<file path="config.mk">
export PLATFORM = sky130hd
export DESIGN_NAME = rtc_bus_responder
export DESIGN_NICKNAME = d
export VERILOG_FILES = /design/src/rtl/rtc_pkg.sv /design/src/rtl/rtc_bcd_inc.sv /design/src/rtl/rtc_bus_responder.sv
export SDC_FILE = /design/constraint.sdc
export NUM_CORES = 1
export LEC_CHECK = 0
export ABC_AREA = 1
export CORE_ASPECT_RATIO = 0.7
export CORE_MARGIN = 2
export CORE_UTILIZATION = 55
export CTS_CLUSTER_DIAMETER = 150
export DETAILED_ROUTE_END_ITERATION = 12
export PLACE_DENSITY = 0.72
export SYNTH_ARGS = -nofsm -noshare
export SYNTH_HDL_FRONTEND = slang
export SYNTH_SLANG_ARGS = --single-unit
export TNS_END_PERCENT = 1
</file>
<file path="constraint.sdc">
create_clock -name clk -period 3.5 [get_ports clk]
set_input_delay 0.35 -clock clk [delete_from_list [all_inputs] [get_ports clk]]
set_output_delay 0.35 -clock clk [all_outputs]
set_load 0.02 [all_outputs]
</file>
<file path="src/rtl/rtc_pkg.sv">
`default_nettype none
// ============================================================================
// Module      : rtc_pkg
// Description : Shared register map, field indices, bus FSM encoding and
//               calendar helpers for the RTC bus responder.
// Revision    : 1.0 - initial release
// ============================================================================
package rtc_pkg;

    localparam logic [7:0] c_ADDR_CTRL  = 8'h00;
    localparam logic [7:0] c_ADDR_SEC   = 8'h21;
    localparam logic [7:0] c_ADDR_MIN   = 8'h22;
    localparam logic [7:0] c_ADDR_HOUR  = 8'h23;
    localparam logic [7:0] c_ADDR_DATE  = 8'h24;
    localparam logic [7:0] c_ADDR_MONTH = 8'h25;
    localparam logic [7:0] c_ADDR_YEAR  = 8'h26;
    localparam logic [7:0] c_ADDR_DOW   = 8'h27;
    localparam logic [7:0] c_ADDR_WEEK  = 8'h28;

    // Time fields are stored in address order starting at c_ADDR_SEC
    localparam int c_NUM_FIELDS = 8;
    localparam int c_F_SEC   = 0;
    localparam int c_F_MIN   = 1;
    localparam int c_F_HOUR  = 2;
    localparam int c_F_DATE  = 3;
    localparam int c_F_MONTH = 4;
    localparam int c_F_YEAR  = 5;
    localparam int c_F_DOW   = 6;
    localparam int c_F_WEEK  = 7;

    typedef enum logic [1:0] {
        ST_IDLE  = 2'd0,
        ST_ADDR  = 2'd1,
        ST_WDATA = 2'd2,
        ST_RDATA = 2'd3
    } bus_state_e;

    function automatic logic [7:0] field_min(input int idx);
        case (idx)
            c_F_DATE, c_F_MONTH, c_F_DOW, c_F_WEEK: return 8'h01;
            default:                                return 8'h00;
        endcase
    endfunction

    // BCD year mod 4: 10*hi + lo == 2*hi + lo (mod 4)
    function automatic logic [7:0] month_days(input logic [7:0] month, input logic [7:0] year);
        logic [4:0] yr_mod;
        yr_mod = {year[7:4], 1'b0} + {1'b0, year[3:0]};
        case (month)
            8'h02:                      return (yr_mod[1:0] == 2'b00) ? 8'h29 : 8'h28;
            8'h04, 8'h06, 8'h09, 8'h11: return 8'h30;
            default:                    return 8'h31;
        endcase
    endfunction

    function automatic logic [7:0] field_max(input int idx, input logic [7:0] month,
                                             input logic [7:0] year);
        case (idx)
            c_F_SEC, c_F_MIN: return 8'h59;
            c_F_HOUR:         return 8'h23;
            c_F_DATE:         return month_days(month, year);
            c_F_MONTH:        return 8'h12;
            c_F_YEAR:         return 8'h99;
            c_F_DOW:          return 8'h07;
            default:          return 8'h52;
        endcase
    endfunction

endpackage
`default_nettype wire

</file>
<file path="src/rtl/rtc_bcd_inc.sv">
`default_nettype none
// ============================================================================
// Module      : rtc_bcd_inc
// Description : Packed-BCD increment with wrap from max (or any invalid
//               value) back to min; carry flags the wrap.
// Revision    : 1.0 - initial release
// ============================================================================
module rtc_bcd_inc (
    input  logic [7:0] value,
    input  logic [7:0] min,
    input  logic [7:0] max,
    output logic [7:0] next_value,
    output logic       carry
);

    logic w_bad_digit;

    assign w_bad_digit = (value[7:4] > 4'd9) || (value[3:0] > 4'd9);

    always_comb begin
        next_value = 8'h00;
        carry      = 1'b0;
        if (w_bad_digit || (value >= max)) begin
            next_value = min;
            carry      = 1'b1;
        end else if (value[3:0] == 4'd9) begin
            next_value = {value[7:4] + 4'd1, 4'h0};
        end else begin
            next_value = {value[7:4], value[3:0] + 4'd1};
        end
    end

endmodule
`default_nettype wire

</file>
<file path="src/rtl/rtc_bus_responder.sv">
`default_nettype none
// ============================================================================
// Module      : rtc_bus_responder
// Description : BCD real-time clock behind an asynchronous multiplexed
//               address/data bus with a one-second prescaler.
// Revision    : 1.0 - initial release
// ============================================================================
module rtc_bus_responder
    import rtc_pkg::*;
#(
    parameter int TICK_DIV    = 100000000,
    parameter int SYNC_STAGES = 2
) (
    input  logic       clk,
    input  logic       Reset,
    input  logic       ChipSelect,
    input  logic       Read,
    input  logic       Write,
    input  logic       AoD,
    input  logic [7:0] data_in,
    output logic [7:0] data_out,
    output logic       data_oe,
    output logic       tick
);

    localparam int c_PRE_W = (TICK_DIV > 1) ? $clog2(TICK_DIV) : 1;
    localparam logic [c_PRE_W-1:0] c_PRE_LAST = c_PRE_W'(TICK_DIV - 1);

    // Control bundle {AoD, Write, Read, ChipSelect}; strobes idle high
    logic [3:0]         r_ctl_sync [SYNC_STAGES];
    logic [7:0]         r_din_sync [SYNC_STAGES+1];
    logic               w_cs, w_rd, w_wr, w_aod;
    logic [7:0]         w_din;

    bus_state_e         r_state, w_next_state;
    logic               w_addr_wr, w_reg_wr;
    logic [7:0]         r_addr;
    logic               r_halt;
    logic               r_data_oe;
    logic [7:0]         r_data_out;
    logic [7:0]         w_rd_data;
    logic               w_addr_is_time;
    logic [2:0]         w_tidx;

    logic [c_PRE_W-1:0] r_pre;
    logic               r_tick, r_tick_pend;
    logic               w_tick_due, w_adv;

    logic [7:0]              r_time    [c_NUM_FIELDS];
    logic [7:0]              w_max     [c_NUM_FIELDS];
    logic [7:0]              w_inc_val [c_NUM_FIELDS];
    logic [c_NUM_FIELDS-1:0] w_carry, w_inc_en;
    logic                    w_en_min, w_en_hour, w_day_roll, w_en_month, w_en_year, w_en_week;

    always_ff @(posedge clk) begin
        if (Reset) begin
            for (int i = 0; i < SYNC_STAGES; i++) r_ctl_sync[i] <= 4'b0111;
            for (int i = 0; i <= SYNC_STAGES; i++) r_din_sync[i] <= 8'h00;
        end else begin
            r_ctl_sync[0] <= {AoD, Write, Read, ChipSelect};
            for (int i = 1; i < SYNC_STAGES; i++) r_ctl_sync[i] <= r_ctl_sync[i-1];
            r_din_sync[0] <= data_in;
            for (int i = 1; i <= SYNC_STAGES; i++) r_din_sync[i] <= r_din_sync[i-1];
        end
    end

    assign w_cs  = r_ctl_sync[SYNC_STAGES-1][0];
    assign w_rd  = r_ctl_sync[SYNC_STAGES-1][1];
    assign w_wr  = r_ctl_sync[SYNC_STAGES-1][2];
    assign w_aod = r_ctl_sync[SYNC_STAGES-1][3];
    // One stage older than the strobe: the bus value from just before Write rose
    assign w_din = r_din_sync[SYNC_STAGES];

    always_comb begin
        w_next_state = r_state;
        w_addr_wr    = 1'b0;
        w_reg_wr     = 1'b0;
        case (r_state)
            ST_IDLE: begin
                if (!w_cs) begin
                    if (!w_wr)               w_next_state = w_aod ? ST_WDATA : ST_ADDR;
                    else if (w_aod && !w_rd) w_next_state = ST_RDATA;
                end
            end
            ST_ADDR: begin
                if (w_cs) begin
                    w_next_state = ST_IDLE;
                end else if (w_wr) begin
                    w_next_state = ST_IDLE;
                    w_addr_wr    = 1'b1;
                end
            end
            ST_WDATA: begin
                if (w_cs) begin
                    w_next_state = ST_IDLE;
                end else if (w_wr) begin
                    w_next_state = ST_IDLE;
                    w_reg_wr     = 1'b1;
                end
            end
            ST_RDATA: begin
                if (w_cs || w_rd) w_next_state = ST_IDLE;
            end
            default: w_next_state = ST_IDLE;
        endcase
    end

    assign w_addr_is_time = (r_addr >= c_ADDR_SEC) && (r_addr <= c_ADDR_WEEK);
    assign w_tidx         = 3'(r_addr - c_ADDR_SEC);

    always_comb begin
        w_rd_data = 8'h00;
        if (r_addr == c_ADDR_CTRL)  w_rd_data = {7'd0, r_halt};
        else if (w_addr_is_time)    w_rd_data = r_time[w_tidx];
    end

    always_ff @(posedge clk) begin
        if (Reset) begin
            r_state    <= ST_IDLE;
            r_addr     <= 8'h00;
            r_halt     <= 1'b0;
            r_data_oe  <= 1'b0;
            r_data_out <= 8'h00;
        end else begin
            r_state <= w_next_state;
            if (w_addr_wr) r_addr <= w_din;
            if (w_reg_wr && (r_addr == c_ADDR_CTRL)) r_halt <= w_din[0];
            r_data_oe  <= (w_next_state == ST_RDATA);
            r_data_out <= (w_next_state == ST_RDATA) ? w_rd_data : 8'h00;
        end
    end

    // A tick that lands on a bus write is held one cycle so the write wins
    assign w_tick_due = r_tick | r_tick_pend;
    assign w_adv      = w_tick_due & ~w_reg_wr & ~r_halt;

    always_ff @(posedge clk) begin
        if (Reset) begin
            r_pre       <= '0;
            r_tick      <= 1'b0;
            r_tick_pend <= 1'b0;
        end else begin
            r_pre       <= (r_pre == c_PRE_LAST) ? '0 : r_pre + c_PRE_W'(1);
            r_tick      <= (r_pre == c_PRE_LAST);
            r_tick_pend <= w_tick_due & w_reg_wr;
        end
    end

    assign w_en_min   = w_adv      & w_carry[c_F_SEC];
    assign w_en_hour  = w_en_min   & w_carry[c_F_MIN];
    assign w_day_roll = w_en_hour  & w_carry[c_F_HOUR];
    assign w_en_month = w_day_roll & w_carry[c_F_DATE];
    assign w_en_year  = w_en_month & w_carry[c_F_MONTH];
    assign w_en_week  = w_day_roll & w_carry[c_F_DOW];
    assign w_inc_en   = {w_en_week, w_day_roll, w_en_year, w_en_month,
                         w_day_roll, w_en_hour, w_en_min, w_adv};

    generate
        for (genvar i = 0; i < c_NUM_FIELDS; i++) begin : g_field
            assign w_max[i] = field_max(i, r_time[c_F_MONTH], r_time[c_F_YEAR]);
            rtc_bcd_inc u_inc (
                .value      (r_time[i]),
                .min        (field_min(i)),
                .max        (w_max[i]),
                .next_value (w_inc_val[i]),
                .carry      (w_carry[i])
            );
        end
    endgenerate

    always_ff @(posedge clk) begin
        if (Reset) begin
            for (int i = 0; i < c_NUM_FIELDS; i++) r_time[i] <= field_min(i);
        end else begin
            for (int i = 0; i < c_NUM_FIELDS; i++) begin
                if (w_reg_wr && w_addr_is_time && (w_tidx == 3'(i))) r_time[i] <= w_din;
                else if (w_inc_en[i])                               r_time[i] <= w_inc_val[i];
            end
        end
    end

    assign data_out = r_data_out;
    assign data_oe  = r_data_oe;
    assign tick     = r_tick;

endmodule
`default_nettype wire

</file>
==> flow_summary.ini, run 1 <==
[cts]
cts_root_buffer = sky130_fd_sc_hd__clkbuf_16
post-cts-setup-buffers = 0
clock_tree_from_tritoncts = built
clock_insertion_delay_worst_skew_ns = 0.43
numClockSinks = 145
cts_hold_repair.buffers = 0
path_clk_slew_ns = 0.06
cts_made_buffers = 17
clock_path_buffers = 2
post_cts.resized_instances = 0
htree_num_levels = 4

[logic_synthesis]
yosys_register_bits = 145
synth_cell_type_count = 49
syn_avg_cell_area_sq_um = 7.56
ys.flop_type = sky130_fd_sc_hd__dfxtp_1
yosys_warning_count = 0
synth_top_area_share_pct = 22.8
post-synth-top-count-cell = sky130_fd_sc_hd__nand2_1
mappedNetlistNets = 1163
synth_top_cell_by_area = sky130_fd_sc_hd__edfxtp_1
synth-async-reset-ratio_pct = 0
synth.cells.most_frequent = 206 x sky130_fd_sc_hd__nand2_1, 180 x sky130_fd_sc_hd__inv_1, 118 x sky130_fd_sc_hd__nor2_1
post_synth_instance_area_sq_um = 8410
ys_seq_area_share_pct = 42.1
synth-edff-count = 64
netlist_instances = 1113
synth_area_leaders = sky130_fd_sc_hd__edfxtp_1 23%, sky130_fd_sc_hd__dfxtp_1 19%, sky130_fd_sc_hd__nand2_1 9.2%, sky130_fd_sc_hd__inv_1 8.0%, sky130_fd_sc_hd__ha_1 5.4%

[critical_path]
critical_path.startpoint = r_time[4][4]
worst-r2r-setup-slack_ns = 0.40
timing.critical_path.slowest_stage_cell = sky130_fd_sc_hd__edfxtp_1
cp-end-kind = register
regToRegEndpoint = r_time[5][5]
critPathRequiredTime_ns = 3.58
worst-endpoint-arrival_ns = 3.18
crit_end = r_time[5][5]
crit_cells = 16
crit_path_max_fanout = 10
crit_path_max_incr_delay_ns = 0.45
worst_setup_path_start_kind = register
worst_r2r_path_depth = 16
crit_chain = inv_1 > ha_1 > nand2_1 > nor3_1 > inv_1 > nor2_1 > a311oi_1 > ha_1 > inv_1 > nand4_1 > nand2_1 > nand2_1 > nand4_4 > nand2_2 > inv_2 > a21oi_1
critical-path-top-delay-family = simple AND/OR/NAND/NOR gates
worst_path_buf_inv = 4
worst-setup-path-type = register to register
worstReg2RegStart = r_time[4][4]

[route]
vias_per_cell = 5.47
dr_total_vias = 7336
initialDrtViolationCount = 917
dr.pass1.iters = 8
finalWirelength_um = 20900
antenna_violating_nets_post_route = 0
remaining_drc_errors = 0
detailed_route_wire_length_per_cell_um = 15.6

[floorplan]
start_util_pct = 56.8
pin_count = 24
number_of_rows_in_the_core_area = 37
die_height_um = 107
fp.coreArea_sq_um = 14800
die-width_um = 152
die-area_sq_um = 16300

[timing]
worst_slew_margin_rel_pct = 58.1
period_minus_slack_ns = 3.10
report.final.slew_viol_count = 0
final.setup.tns_ns = 0
max_freq_mhz = 323
finClkSkew_ns = 0.0154
timing.final.hold_violations = 0
worstMarginPinSlew_ns = 0.623
final-setup-viol-count = 0
grt_setup_unrepaired = no
final.period_utilization_pct = 88.5

[global_route]
maximum_number_of_pins_on_one_net_before_global_route_repair = 48
vias_in_the_first_global_route = 6635
grt_first_pass_wirelength_um = 34100
number_of_antenna_violations_at_the_first_check_in_global_routing = 1
grt-busiest-layer = met1
grt.overflow.total = 0
met3_usage_pct = 8.25
grt_use_met1_pct = 39.4
grtUsageTotal_pct = 26.6
grt_util_met2_pct = 37.0

[hold_path]
hold_path.class = register to register
worstHoldStart = r_din_sync[0][1]

[finish]
drive_gt1_share_pct = 8.72
final_design_area_no_fill_sq_um = 9350
fillCellCount = 1312
layout.nets = 1185
antenna_cells_inserted = 0
finish.utilization_pct = 63.1
layout-area-overhead-vs-synth_pct = 11.2

[placement]
placement.cell_area_sq_um = 8810
io_buffers = 23
hpwlAfterDp_um = 15100
finalWeightedCongestion = 0.910

[pwr]
areal_power_density_over_the_cells_nw_per_um2 = 403
power_leakage_nw = 3.96
power.ir.vdd_worst_v = 0.000337

[run]
maximum_capacitance_violations = 0

[status]
outcome = finished, final reports clean
worst min-delay path by stage:
stage,endpoint,cells after the start
after floorplan,r_ctl_sync[0][7],2
after global placement,r_din_sync[0][16],2
after detailed placement,r_din_sync[0][9],2
after CTS,r_din_sync[0][9],2
after global routing,r_din_sync[0][14],2
final,r_din_sync[0][9],2
worst reg2reg max path, stage by stage, from the launching register on:
cell	delay, ns
sky130_fd_sc_hd__edfxtp_1	0.45
sky130_fd_sc_hd__inv_1	0.10
sky130_fd_sc_hd__ha_1	0.17
sky130_fd_sc_hd__nand2_1	0.06
sky130_fd_sc_hd__nor3_1	0.22
sky130_fd_sc_hd__inv_1	0.10
sky130_fd_sc_hd__nor2_1	0.12
sky130_fd_sc_hd__a311oi_1	0.08
sky130_fd_sc_hd__ha_1	0.30
sky130_fd_sc_hd__inv_1	0.04
sky130_fd_sc_hd__nand4_1	0.08
sky130_fd_sc_hd__nand2_1	0.06
sky130_fd_sc_hd__nand2_1	0.23
sky130_fd_sc_hd__nand4_4	0.22
sky130_fd_sc_hd__nand2_2	0.19
sky130_fd_sc_hd__inv_2	0.04
sky130_fd_sc_hd__a21oi_1	0.31
cell families (layout without fill, tap and decap cells):
logic type | Yosys count | count (layout) | synth area share [%]
AOI/OAI and AO/OA | 197 | 197 | 12.8
xor gates and xnor gates | 28 | 28 | 3.00
adders and majority gates | 36 | 36 | 5.35
buffers and inverters | 224 | 258 | 10.3
DFF | 145 | 145 | 42.1
and+or+nand+nor | 483 | 483 | 26.4
through the flow:
stage	worst slack, ns	std cells	power [mW]	hold slack (ns)
2_1_floorplan	0.640	1113	2.03	0.388
3_3_place_gp	0.493	1311	2.11	0.389
3_5_place_dp	0.458	1311	2.11	0.392
4_1_cts	0.444	1342	3.79	0.400
5_1_grt	0.106	1342	3.90	0.410
6_report	0.402	1342	3.77	0.400
area by class of cell:
type | instances | area [sq um] | area share (%)
tap | 195 | 244 | 2.61
clock buffer | 21 | 472 | 5.04
sequential | 145 | 3540 | 37.9
timing repair buffer | 31 | 285 | 3.05
multi-input combinational | 744 | 4000 | 42.8
inverter | 196 | 737 | 7.88
clock inverter | 10 | 71.3 | 0.763
state kept, by name (all words and copies together), names as in the netlist:
| register | flops |
|---|---|
| r_tick_pend | 1 |
| r_state | 2 |
| r_din_sync | 24 |
| r_addr | 8 |
| data_out | 8 |
| r_pre | 27 |
| data_oe | 1 |
| r_ctl_sync | 8 |
| tick | 1 |
| r_halt | 1 |
| r_time | 64 |
routing by layer:
layer,up-vias,routed length [um],share of wire (%)
met4,0,335,1.6
met1,3255,9790,47
li1,3662,-,-
met5,-,0,0
met2,387,8270,40
met3,32,2490,12
cells in the final DEF (no fill, tap or decap), types with 15 or more instances in the layout:
cell and count:
sky130_fd_sc_hd__nand3_1 64, sky130_fd_sc_hd__clkbuf_16 18, sky130_fd_sc_hd__clkdlybuf4s50_1 22, sky130_fd_sc_hd__or2_2 17, sky130_fd_sc_hd__nor3_1 24, sky130_fd_sc_hd__ha_1 36
sky130_fd_sc_hd__nand2_1 206, sky130_fd_sc_hd__inv_1 180, sky130_fd_sc_hd__nand4_1 22, sky130_fd_sc_hd__a21oi_1 80, sky130_fd_sc_hd__o21ai_0 69, sky130_fd_sc_hd__nor2_1 118
sky130_fd_sc_hd__dfxtp_1 81, sky130_fd_sc_hd__edfxtp_1 64, sky130_fd_sc_hd__o22ai_1 15, sky130_fd_sc_hd__xor2_1 18
power by group:
group / total [mW] / internal (mW) / switching, mW
Sequential: 1.86 / 1.81 / 0.0490
Clock: 1.69 / 0.971 / 0.721
Combinational: 0.217 / 0.0762 / 0.141
Total: 3.77 / 2.86 / 0.911
Note: power is estimated with default switching activity, not from simulation.
==> run 2: changes to the inputs <==
--- a/config.mk
+++ b/config.mk
@@ -12,6 +12,7 @@
 export CTS_CLUSTER_DIAMETER = 150
 export DETAILED_ROUTE_END_ITERATION = 12
 export PLACE_DENSITY = 0.72
+export SETUP_SLACK_MARGIN = 0.02
 export SYNTH_ARGS = -nofsm -noshare
 export SYNTH_HDL_FRONTEND = slang
 export SYNTH_SLANG_ARGS = --single-unit
==> results of run 2 <==
The final DEF is identical to that of run 1; final timing and power are the same.
